## src/rtl/data_mem_ctrl_if.sv

```systemverilog
// Request/response bundle for the data memory controller.
// master issues loads/stores, slave is the controller.
interface data_mem_ctrl_if #(
   parameter int DATA_WIDTH    = 32,
   parameter int ADDRESS_WIDTH = 9
);
   logic                     req_valid;
   logic                     req_ready;
   logic                     req_we;
   logic [2:0]               funct3;
   logic [ADDRESS_WIDTH-1:0] A;
   logic [DATA_WIDTH-1:0]    rs2;
   logic                     rsp_valid;
   logic [DATA_WIDTH-1:0]    rsp_data;
   logic                     rsp_err;

   modport master (
      output req_valid, req_we, funct3, A, rs2,
      input  req_ready, rsp_valid, rsp_data, rsp_err
   );

   modport slave (
      input  req_valid, req_we, funct3, A, rs2,
      output req_ready, rsp_valid, rsp_data, rsp_err
   );
endinterface

```

## src/rtl/data_mem_ctrl.sv

```systemverilog
// RV32I data memory controller: 3-cycle read-modify-write
// word array with byte/half/word loads and stores.
module data_mem_ctrl #(
   parameter int DATA_WIDTH    = 32,
   parameter int BYTE_WIDTH    = 8,
   parameter int ADDRESS_WIDTH = 9
) (
   input  logic           clk,
   input  logic           rst_n,
   data_mem_ctrl_if.slave bus
);
   localparam int DW    = DATA_WIDTH;
   localparam int BW    = BYTE_WIDTH;
   localparam int HW    = 2 * BYTE_WIDTH;
   localparam int AW    = ADDRESS_WIDTH;
   localparam int DEPTH = 2 ** (AW - 2);

   typedef enum logic [1:0] {
      IDLE = 2'd0,
      READ = 2'd1,
      EXEC = 2'd2
   } state_t;

   state_t          state;
   state_t          state_nxt;
   logic            we_q;
   logic [2:0]      f3_q;
   logic [AW-1:0]   a_q;
   logic [DW-1:0]   rs2_q;
   logic [DW-1:0]   RDq;
   logic [DW-1:0]   mem [DEPTH];
   logic            accept;
   logic            err;
   logic [BW-1:0]   bsel;
   logic [HW-1:0]   hsel;
   logic [DW-1:0]   ld_data;
   logic [DW-1:0]   wr_data;

   assign accept = bus.req_valid && bus.req_ready;

   // state register
   always_ff @(posedge clk or negedge rst_n) begin
      if (!rst_n) state <= IDLE;
      else        state <= state_nxt;
   end

   // next-state: accept in IDLE, then fixed READ -> EXEC -> IDLE
   always_comb begin
      state_nxt = state;
      unique case (state)
         IDLE:    if (accept) state_nxt = READ;
         READ:    state_nxt = EXEC;
         EXEC:    state_nxt = IDLE;
         default: state_nxt = IDLE;
      endcase
   end

   // capture the request on acceptance
   always_ff @(posedge clk or negedge rst_n) begin
      if (!rst_n) begin
         we_q  <= 1'b0;
         f3_q  <= 3'd0;
         a_q   <= '0;
         rs2_q <= '0;
      end else if (accept) begin
         we_q  <= bus.req_we;
         f3_q  <= bus.funct3;
         a_q   <= bus.A;
         rs2_q <= bus.rs2;
      end
   end

   // fetch the addressed word during READ
   always_ff @(posedge clk or negedge rst_n) begin
      if (!rst_n)              RDq <= '0;
      else if (state == READ)  RDq <= mem[a_q[AW-1:2]];
   end

   // byte and halfword lane selection from the fetched word
   always_comb begin
      bsel = RDq[BW-1:0];
      unique case (a_q[1:0])
         2'd0: bsel = RDq[BW-1:0];
         2'd1: bsel = RDq[2*BW-1:BW];
         2'd2: bsel = RDq[3*BW-1:2*BW];
         2'd3: bsel = RDq[4*BW-1:3*BW];
      endcase
      hsel = a_q[1] ? RDq[4*BW-1:2*BW] : RDq[HW-1:0];
   end

   // misalignment and illegal width-code detection
   always_comb begin
      err = 1'b1;
      if (we_q) begin
         case (f3_q)
            3'b000:  err = 1'b0;
            3'b001:  err = a_q[0];
            3'b010:  err = (a_q[1:0] != 2'b00);
            default: err = 1'b1;
         endcase
      end else begin
         case (f3_q)
            3'b000,
            3'b100:  err = 1'b0;
            3'b001,
            3'b101:  err = a_q[0];
            3'b010:  err = (a_q[1:0] != 2'b00);
            default: err = 1'b1;
         endcase
      end
   end

   // load extension and store lane merge
   always_comb begin
      ld_data = '0;
      case (f3_q)
         3'b000:  ld_data = {{(DW-BW){bsel[BW-1]}}, bsel};
         3'b100:  ld_data = {{(DW-BW){1'b0}}, bsel};
         3'b001:  ld_data = {{(DW-HW){hsel[HW-1]}}, hsel};
         3'b101:  ld_data = {{(DW-HW){1'b0}}, hsel};
         3'b010:  ld_data = RDq;
         default: ld_data = '0;
      endcase
      wr_data = RDq;
      case (f3_q)
         3'b000: begin
            unique case (a_q[1:0])
               2'd0: wr_data[BW-1:0]      = rs2_q[BW-1:0];
               2'd1: wr_data[2*BW-1:BW]   = rs2_q[BW-1:0];
               2'd2: wr_data[3*BW-1:2*BW] = rs2_q[BW-1:0];
               2'd3: wr_data[4*BW-1:3*BW] = rs2_q[BW-1:0];
            endcase
         end
         3'b001: begin
            if (a_q[1]) wr_data[4*BW-1:2*BW] = rs2_q[HW-1:0];
            else        wr_data[HW-1:0]      = rs2_q[HW-1:0];
         end
         3'b010:  wr_data = rs2_q;
         default: wr_data = RDq;
      endcase
   end

   // memory write on the EXEC edge; contents survive reset
   always_ff @(posedge clk) begin
      if (rst_n && state == EXEC && we_q && !err)
         mem[a_q[AW-1:2]] <= wr_data;
   end

   // handshake and response outputs, all zero outside EXEC
   always_comb begin
      bus.req_ready = (state == IDLE);
      bus.rsp_valid = (state == EXEC);
      bus.rsp_err   = (state == EXEC) && err;
      bus.rsp_data  = '0;
      if (state == EXEC && !err && !we_q)
         bus.rsp_data = ld_data;
   end
endmodule

```

## src/flat_wrapper.sv

```systemverilog
// flat-port wrapper written by rule: the top's interface ports become plain ports
module data_mem_ctrl_flat 
#(
   parameter int DATA_WIDTH    = 32,
   parameter int BYTE_WIDTH    = 8,
   parameter int ADDRESS_WIDTH = 9
)
  (clk, rst_n, bus_req_valid, bus_req_we, bus_funct3, bus_A, bus_rs2, bus_req_ready, bus_rsp_valid, bus_rsp_data, bus_rsp_err);
  data_mem_ctrl_if #(.DATA_WIDTH(DATA_WIDTH), .ADDRESS_WIDTH(ADDRESS_WIDTH)) bus_i ();
  input  logic clk;
  input  logic rst_n;
  input wire logic [$bits(bus_i.req_valid)-1:0] bus_req_valid;
  input wire logic [$bits(bus_i.req_we)-1:0] bus_req_we;
  input wire logic [$bits(bus_i.funct3)-1:0] bus_funct3;
  input wire logic [$bits(bus_i.A)-1:0] bus_A;
  input wire logic [$bits(bus_i.rs2)-1:0] bus_rs2;
  output wire logic [$bits(bus_i.req_ready)-1:0] bus_req_ready;
  output wire logic [$bits(bus_i.rsp_valid)-1:0] bus_rsp_valid;
  output wire logic [$bits(bus_i.rsp_data)-1:0] bus_rsp_data;
  output wire logic [$bits(bus_i.rsp_err)-1:0] bus_rsp_err;
  assign bus_i.req_valid = bus_req_valid;
  assign bus_i.req_we = bus_req_we;
  assign bus_i.funct3 = bus_funct3;
  assign bus_i.A = bus_A;
  assign bus_i.rs2 = bus_rs2;
  assign bus_req_ready = bus_i.req_ready;
  assign bus_rsp_valid = bus_i.rsp_valid;
  assign bus_rsp_data = bus_i.rsp_data;
  assign bus_rsp_err = bus_i.rsp_err;
  data_mem_ctrl #(.DATA_WIDTH(DATA_WIDTH), .BYTE_WIDTH(BYTE_WIDTH), .ADDRESS_WIDTH(ADDRESS_WIDTH)) u_core (.clk(clk), .rst_n(rst_n), .bus(bus_i));
endmodule
```

## config.mk

```make
export PLATFORM = sky130hd
export DESIGN_NAME = data_mem_ctrl_flat
export DESIGN_NICKNAME = d
export VERILOG_FILES = /design/src/rtl/data_mem_ctrl_if.sv /design/src/rtl/data_mem_ctrl.sv /design/src/flat_wrapper.sv
export SDC_FILE = /design/constraint.sdc
export NUM_CORES = 2
export LEC_CHECK = 0
export BUFFER_PORTS_ARGS = -buffer_cell sky130_fd_sc_hd__buf_2
export CORE_MARGIN = 4
export CORE_UTILIZATION = 31
export CTS_CLUSTER_SIZE = 10
export DETAILED_ROUTE_END_ITERATION = 12
export PLACE_DENSITY = 0.45
export SKIP_CTS_REPAIR_TIMING = 1
export SYNTH_ARGS = -nofsm -noshare
export SYNTH_HDL_FRONTEND = slang
export SYNTH_SLANG_ARGS = --single-unit
```

## constraint.sdc

```tcl
create_clock -name clk -period 21.5 [get_ports clk]
set_input_delay 4.3 -clock clk [delete_from_list [all_inputs] [get_ports clk]]
set_output_delay 4.3 -clock clk [all_outputs]
set_load 0.02 [all_outputs]
```

# == After elaboration in Yosys (flattened, before gate mapping) ==
# Memory sizes are Yosys's and may differ from the RTL's. A register that Yosys moved wholly into a read port is not among the register bits.
# Cells that the tools add are included.
# totals
rom_bits,0
n_memories,1
regBits,47
ram_bits,4096
input_bits,48
latch_bits,0
word_cells,50
# memory_table
name,words,width,read_ports,rd_ports_with_merged_regs,write_ports,line_no,text
u_core.mem,128,32,1,1,1,data_mem_ctrl.sv:31,logic [DW-1:0] mem [DEPTH];
# op_classes
n_reduce_logical,16
eq_ne,10
bitwise,0
div_mod_pow,0
n_shift,0
mux,18
multipliers,0
order_cmp,0
add_sub_neg,0
# op_table
op,count
32-bit case mux with 5 select lines,1
32-bit case mux with 3 select lines,1
16-bit two-way mux,3
32-bit two-way mux,1
8-bit two-way mux,4
8-bit case mux with 4 select lines,1
1-bit logical AND,7
"2-bit == test, second input constant",3
"3-bit == test, second input constant",2
1-bit case mux with 3 select lines,2
"2-bit by 1-bit == test with 1-bit output, second input constant",2
2-bit zero test,2
2-bit case mux with 2 select lines,1
2-bit OR reduction,2
"3-bit by 1-bit == test with 1-bit output, second input constant",1
"3-bit by 2-bit == test with 1-bit output, second input constant",1
1-bit zero test,3
3-bit zero test,1
1-bit two-way mux,3
2-bit two-way mux,1
"2-bit != test, second input constant",1
2-bit nonzero test,1

# == Depth between registers and ports, before layout ==
# depth
ltp_word,8
depth_mapped,14
ltp_nobuf,7

# == Worst setup path before layout ==
# Ideal clock, no wire load.
# synth_path
path_kind,register -> register
from,register u_core.a_q[1]
to,"memory u_core.mem[0][29] (netlist name), data pin"
t_arrival_ns,6.464
setup_ns,1.197
path_stages_with_launch,7
slack_ns,13.839
period_less_slack_ns,7.661
n_path_buf,3
cell_sequence,dfrtp_1 > clkbuf_1 > and3_1 > clkbuf_1 > clkbuf_1 > a22oi_1 > o21ai_0
# synth_via
elab_chain_cells,3
# synth_lines
element,line_no,text
from (decl),data_mem_ctrl.sv:28,logic [AW-1:0] a_q;
from (signal assigned),data_mem_ctrl.sv:68,a_q <= bus.A;
2-bit == test,data_mem_ctrl.sv:127,unique case (a_q[1:0])
8-bit two-way mux,data_mem_ctrl.sv:127,
32-bit case mux with 3 select lines *,data_mem_ctrl.sv:125,case (f3_q)
via u_core.wr_data[29],data_mem_ctrl.sv:37,logic [DW-1:0] wr_data;
to (decl),data_mem_ctrl.sv:31,
# The timed path passes the listed nets; every way through them passes the cells marked *.

# == Final worst setup path ==
# layout_path
from,register u_core.f3_q[2]
to,output bus_rsp_data[13]
# layout_via
elab_chain_cells,8
# layout_lines
element,line_no,text
from (decl),data_mem_ctrl.sv:27,logic [2:0] f3_q;
from (signal assigned),data_mem_ctrl.sv:67,f3_q <= bus.funct3;
"3-bit == test, or another cell as far along","data_mem_ctrl.sv:102, data_mem_ctrl.sv:116",
2-bit OR reduction,data_mem_ctrl.sv:102,case (f3_q)
1-bit case mux with 3 select lines,data_mem_ctrl.sv:102,
1-bit two-way mux,data_mem_ctrl.sv:94,if (we_q) begin
1-bit zero test,data_mem_ctrl.sv:155,if (state == EXEC && !err && !we_q)
1-bit logical AND (2 in a row),data_mem_ctrl.sv:155,
32-bit two-way mux *,data_mem_ctrl.sv:155,
to (decl),flat_wrapper.sv:19,output wire logic [$bits(bus_i.rsp_data)-1:0] bus_rsp_data;
# Mark *: on every way between the ends. The rest lies on a longest branch, timed or not.

==> flow_summary_export.csv <==
group,metric,value,unit
clocking,cts_buffers,466,
min_path,hp-class,"register to register",
clocking,cts_max_level,5,
setup_path,worstSetupStartpointType,"register",
die,die_x,728,um
detailed_routing,viasPerCell,5.66,
clocking,clock_path_buffers,4,
setup_path,r2r_slack,15130,ps
final_layout,nNetsFinal,8732,
sta,hold_violations,0,
die,ios,83,
setup_path,path_cells,"o31ai_1 -> a21oi_1 -> nor2_1 -> nand2_1 -> a21oi_1 -> buf_2",
setup_path,end_kind,"output port",
final_layout,final-instance-count-excl-fill,15800,
sta,finalMaxSlewViolations,0,
sta,finalCritPeriodShare,37.0,%
grt,overflow,0,
final_layout,stdcell_area,183000,sq um
setup_path,critPathKind,"register to output port",
grt,grtUsageTotal,21.3,%
setup_path,cp_max_fo,32,
clocking,clk_pin_slew_worst_paths,70,ps
die,coreArea,517000,sq um
placed_design,gp_congestion,0.888,
placed_design,dp.cells,15100,
synth,yosysWarningCount,0,
power_and_ir_drop,irDropWorstVdd,0.162,mV
final_layout,mostFrequentLayoutCells,"edfxtp_1 (4096), clkbuf_16 (470), a221oi_1 (462)",
detailed_routing,met2_length,265,mm
synth,netlist_area,161000,sq um
placed_design,portBuffers,82,
clocking,clk-insertion-delay-late,1070,ps
detailed_routing,wl_met3,48.3,mm
sta,tns,0,ps
synth,syn-instance-count,8401,
final_layout,multi_input_area,33700,sq um
grt,grt_max_degree,129,
sta,max_freq,126,MHz
setup_path,worst-path-buf-inv,1,
detailed_routing,first_pass_iters,6,
clocking,cts_sinks,4175,
setup_path,crit_start,"u_core.f3_q[2]",
final_layout,fillCellCount,48000,
detailed_routing,route.detailed.drc,0,
synth,avgSynthCellArea,19.1,sq um
sta,finalClockSkew,68.4,ps
detailed_routing,drtIter0Drc,13000,
detailed_routing,met1Wirelength,243,mm
synth,synthDistinctLibCells,83,
synth,async_reset_ff_share,1.89,%
synth,yosysSeqAreaShare,77.8,%
setup_path,cpPeakStageDelay,790,ps
setup_path,crit_end,"bus_rsp_data[13]",
setup_path,cp_top_family,"compound AO/OA/AOI/OAI gates",
synth,synth.ff_latch_count,4175,
power_and_ir_drop,cellPowerDensity,131,nW/um^2
die,std_cell_rows,264,
setup_path,cp_num_cells,6,
final_layout,regArea,125000,sq um
setup_path,arrival,3660,ps
final_layout,layout_commonest_cell,"edfxtp_1",
outcome,violations,"max-capacitance violations",
job,cap_violations,1,
synth,ys.flop_type,"edfxtp_1",
placed_design,postPlaceCellArea,170000,sq um
setup_path,reg2reg_from,"u_core.a_q[4]",
final_layout,area_growth,14.2,%
detailed_routing,top_layer_used,"met5",
detailed_routing,antenna_left,0,
setup_path,r2r_end,"u_core.RDq[12]",
detailed_routing,wire_per_inst,36.8,um
final_layout,drive_gt1_share,19.8,%
grt,antenna_found_initial,65,
setup_path,ff2ff_path_depth,10,
detailed_routing,routed_wirelength,581,mm
synth,synth_edf_count,4096,
clocking,cts-root-buf,"clkbuf_16",
sta,maxSlewHeadroom,1.33,%
sta,timing_worst_slew_pin_value,1460,ps
grt,grt_pass1_vias,86500,
synth,synth.net_count,8449,
sta,rsz0062_at_grt,"false",
sta,whs,519,ps
power_and_ir_drop,p_leak,55.7,nW
outcome,outcome,"finished, violations left",
clocking,cts_tree,"built",
grt,grt_pass1_wl,779,mm
setup_path,cp.required,17200,ps
die,die_h,728,um
setup_path,crit_slowest_cell,"dfrtp_1",
die,die_area,530000,sq um
setup_path,cp_common_cell,"a21oi_1",
detailed_routing,vias,89400,
die,start_util,31.1,%
placed_design,hpwl,352,mm
sta,finalSetupViolCount,0,
sta,fin_crit,7960,ps
[worst min path at each step]
| stage | start | to | slack, ps | cells past startpoint |
|---|---|---|---|---|
| after floorplan | u_core.rs2_q[16] | u_core.rs2_q[16] | 480 | 1 |
| after global placement | u_core.rs2_q[25] | u_core.rs2_q[25] | 500 | 1 |
| after detailed placement | u_core.rs2_q[27] | u_core.rs2_q[27] | 500 | 1 |
| after CTS | u_core.rs2_q[27] | u_core.rs2_q[27] | 520 | 1 |
| after global routing | u_core.rs2_q[27] | u_core.rs2_q[27] | 520 | 1 |
| final | u_core.rs2_q[27] | u_core.rs2_q[27] | 520 | 1 |
[cell usage after synthesis, types with 38 or more instances]
| library cell | number | share of area, % |
|---|---|---|
| a221oi_1 | 463 | 2.5 |
| buf_4 | 74 | 0.35 |
| clkbuf_1 | 197 | 0.46 |
| a22o_1 | 51 | 0.28 |
| a221o_1 | 105 | 0.65 |
| mux2_2 | 143 | 1.0 |
| buf_2 | 197 | 0.61 |
| mux4_2 | 416 | 5.8 |
| nand2_1 | 336 | 0.79 |
| dfrtp_1 | 79 | 1.2 |
| buf_1 | 49 | 0.11 |
| o22ai_1 | 68 | 0.26 |
| nor2_1 | 329 | 0.77 |
| a2111oi_0 | 38 | 0.21 |
| a21oi_1 | 209 | 0.65 |
| edfxtp_1 | 4096 | 77 |
| a22oi_1 | 180 | 0.84 |
| a211oi_1 | 38 | 0.18 |
| mux2i_1 | 363 | 2.3 |
| o221ai_1 | 112 | 0.61 |
| o211ai_1 | 59 | 0.28 |
| o21ai_0 | 303 | 0.94 |
| a31oi_1 | 40 | 0.16 |
| buf_6 | 54 | 0.38 |
[sequential cells by signal, indices dropped and copies added (netlist names)]
| signal | flops |
|---|---|
| u_core.mem | 4096 |
| u_core.a_q | 9 |
| u_core.state | 2 |
| u_core.rs2_q | 32 |
| u_core.f3_q | 3 |
| u_core.RDq | 32 |
| u_core.we_q | 1 |
[kinds of logic (layout without fill, tap and decap cells)]
| family | Yosys count | count (layout) | synth area share (%) |
|---|---|---|---|
| compound gates | 1815 | 1815 | 8.43 |
| buf+inv | 619 | 1072 | 2.17 |
| flops | 4175 | 4175 | 77.8 |
| mux | 932 | 932 | 9.26 |
| other cells | 0 | 26 | 0 |
| simple gates | 860 | 860 | 2.30 |
[worst reg2reg max path, stage by stage, from the launching register on]
cell,delay [ps]
dfrtp_4,630
buf_4,660
buf_4,790
nor2b_4,680
buf_4,530
buf_4,560
a221oi_1,300
o221a_2,330
a21oi_1,970
nand4_1,540
a41oi_1,330
[routing by layer]
| layer | vias to the layer above | global-route usage [%] |
|---|---|---|
| li1 | 35700 | - |
| met1 | 48500 | 29.8 |
| met2 | 4320 | 33.2 |
| met3 | 828 | 3.84 |
| met4 | 8 | 7.57 |
| met5 | - | 0 |
[power by group]
group	switching [mW]	total, mW	internal [mW]
Sequential	0.191	10.7	10.5
Combinational	5.00	6.26	1.26
Clock	3.11	7.07	3.96
Total	8.30	24.0	15.7
[final cells by class]
| type | count | area share, % |
|---|---|---|
| Clock buffer | 598 | 6.72 |
| Timing Repair Buffer | 409 | 1.64 |
| Multi-Input combinational cell | 3607 | 18.4 |
| Tap cell | 6916 | 4.72 |
| Inverter | 25 | 0.0853 |
| Clock inverter | 40 | 0.240 |
| Sequential cell | 4175 | 68.2 |
| Antenna cell | 26 | 0.0355 |
[per-stage QoR]
step / setup WS (ps) / power, mW / util [%]
after detailed placement: 13560 / 17.1 / 33.0
after global placement: 13650 / 17.0 / 33.0
final: 13540 / 24.0 / 35.5
after CTS: 13530 / 24.1 / 35.5
after global routing: 13310 / 24.6 / 35.5
after floorplan: 13840 / 13.7 / -
Note: power is estimated with default switching activity, not from simulation.
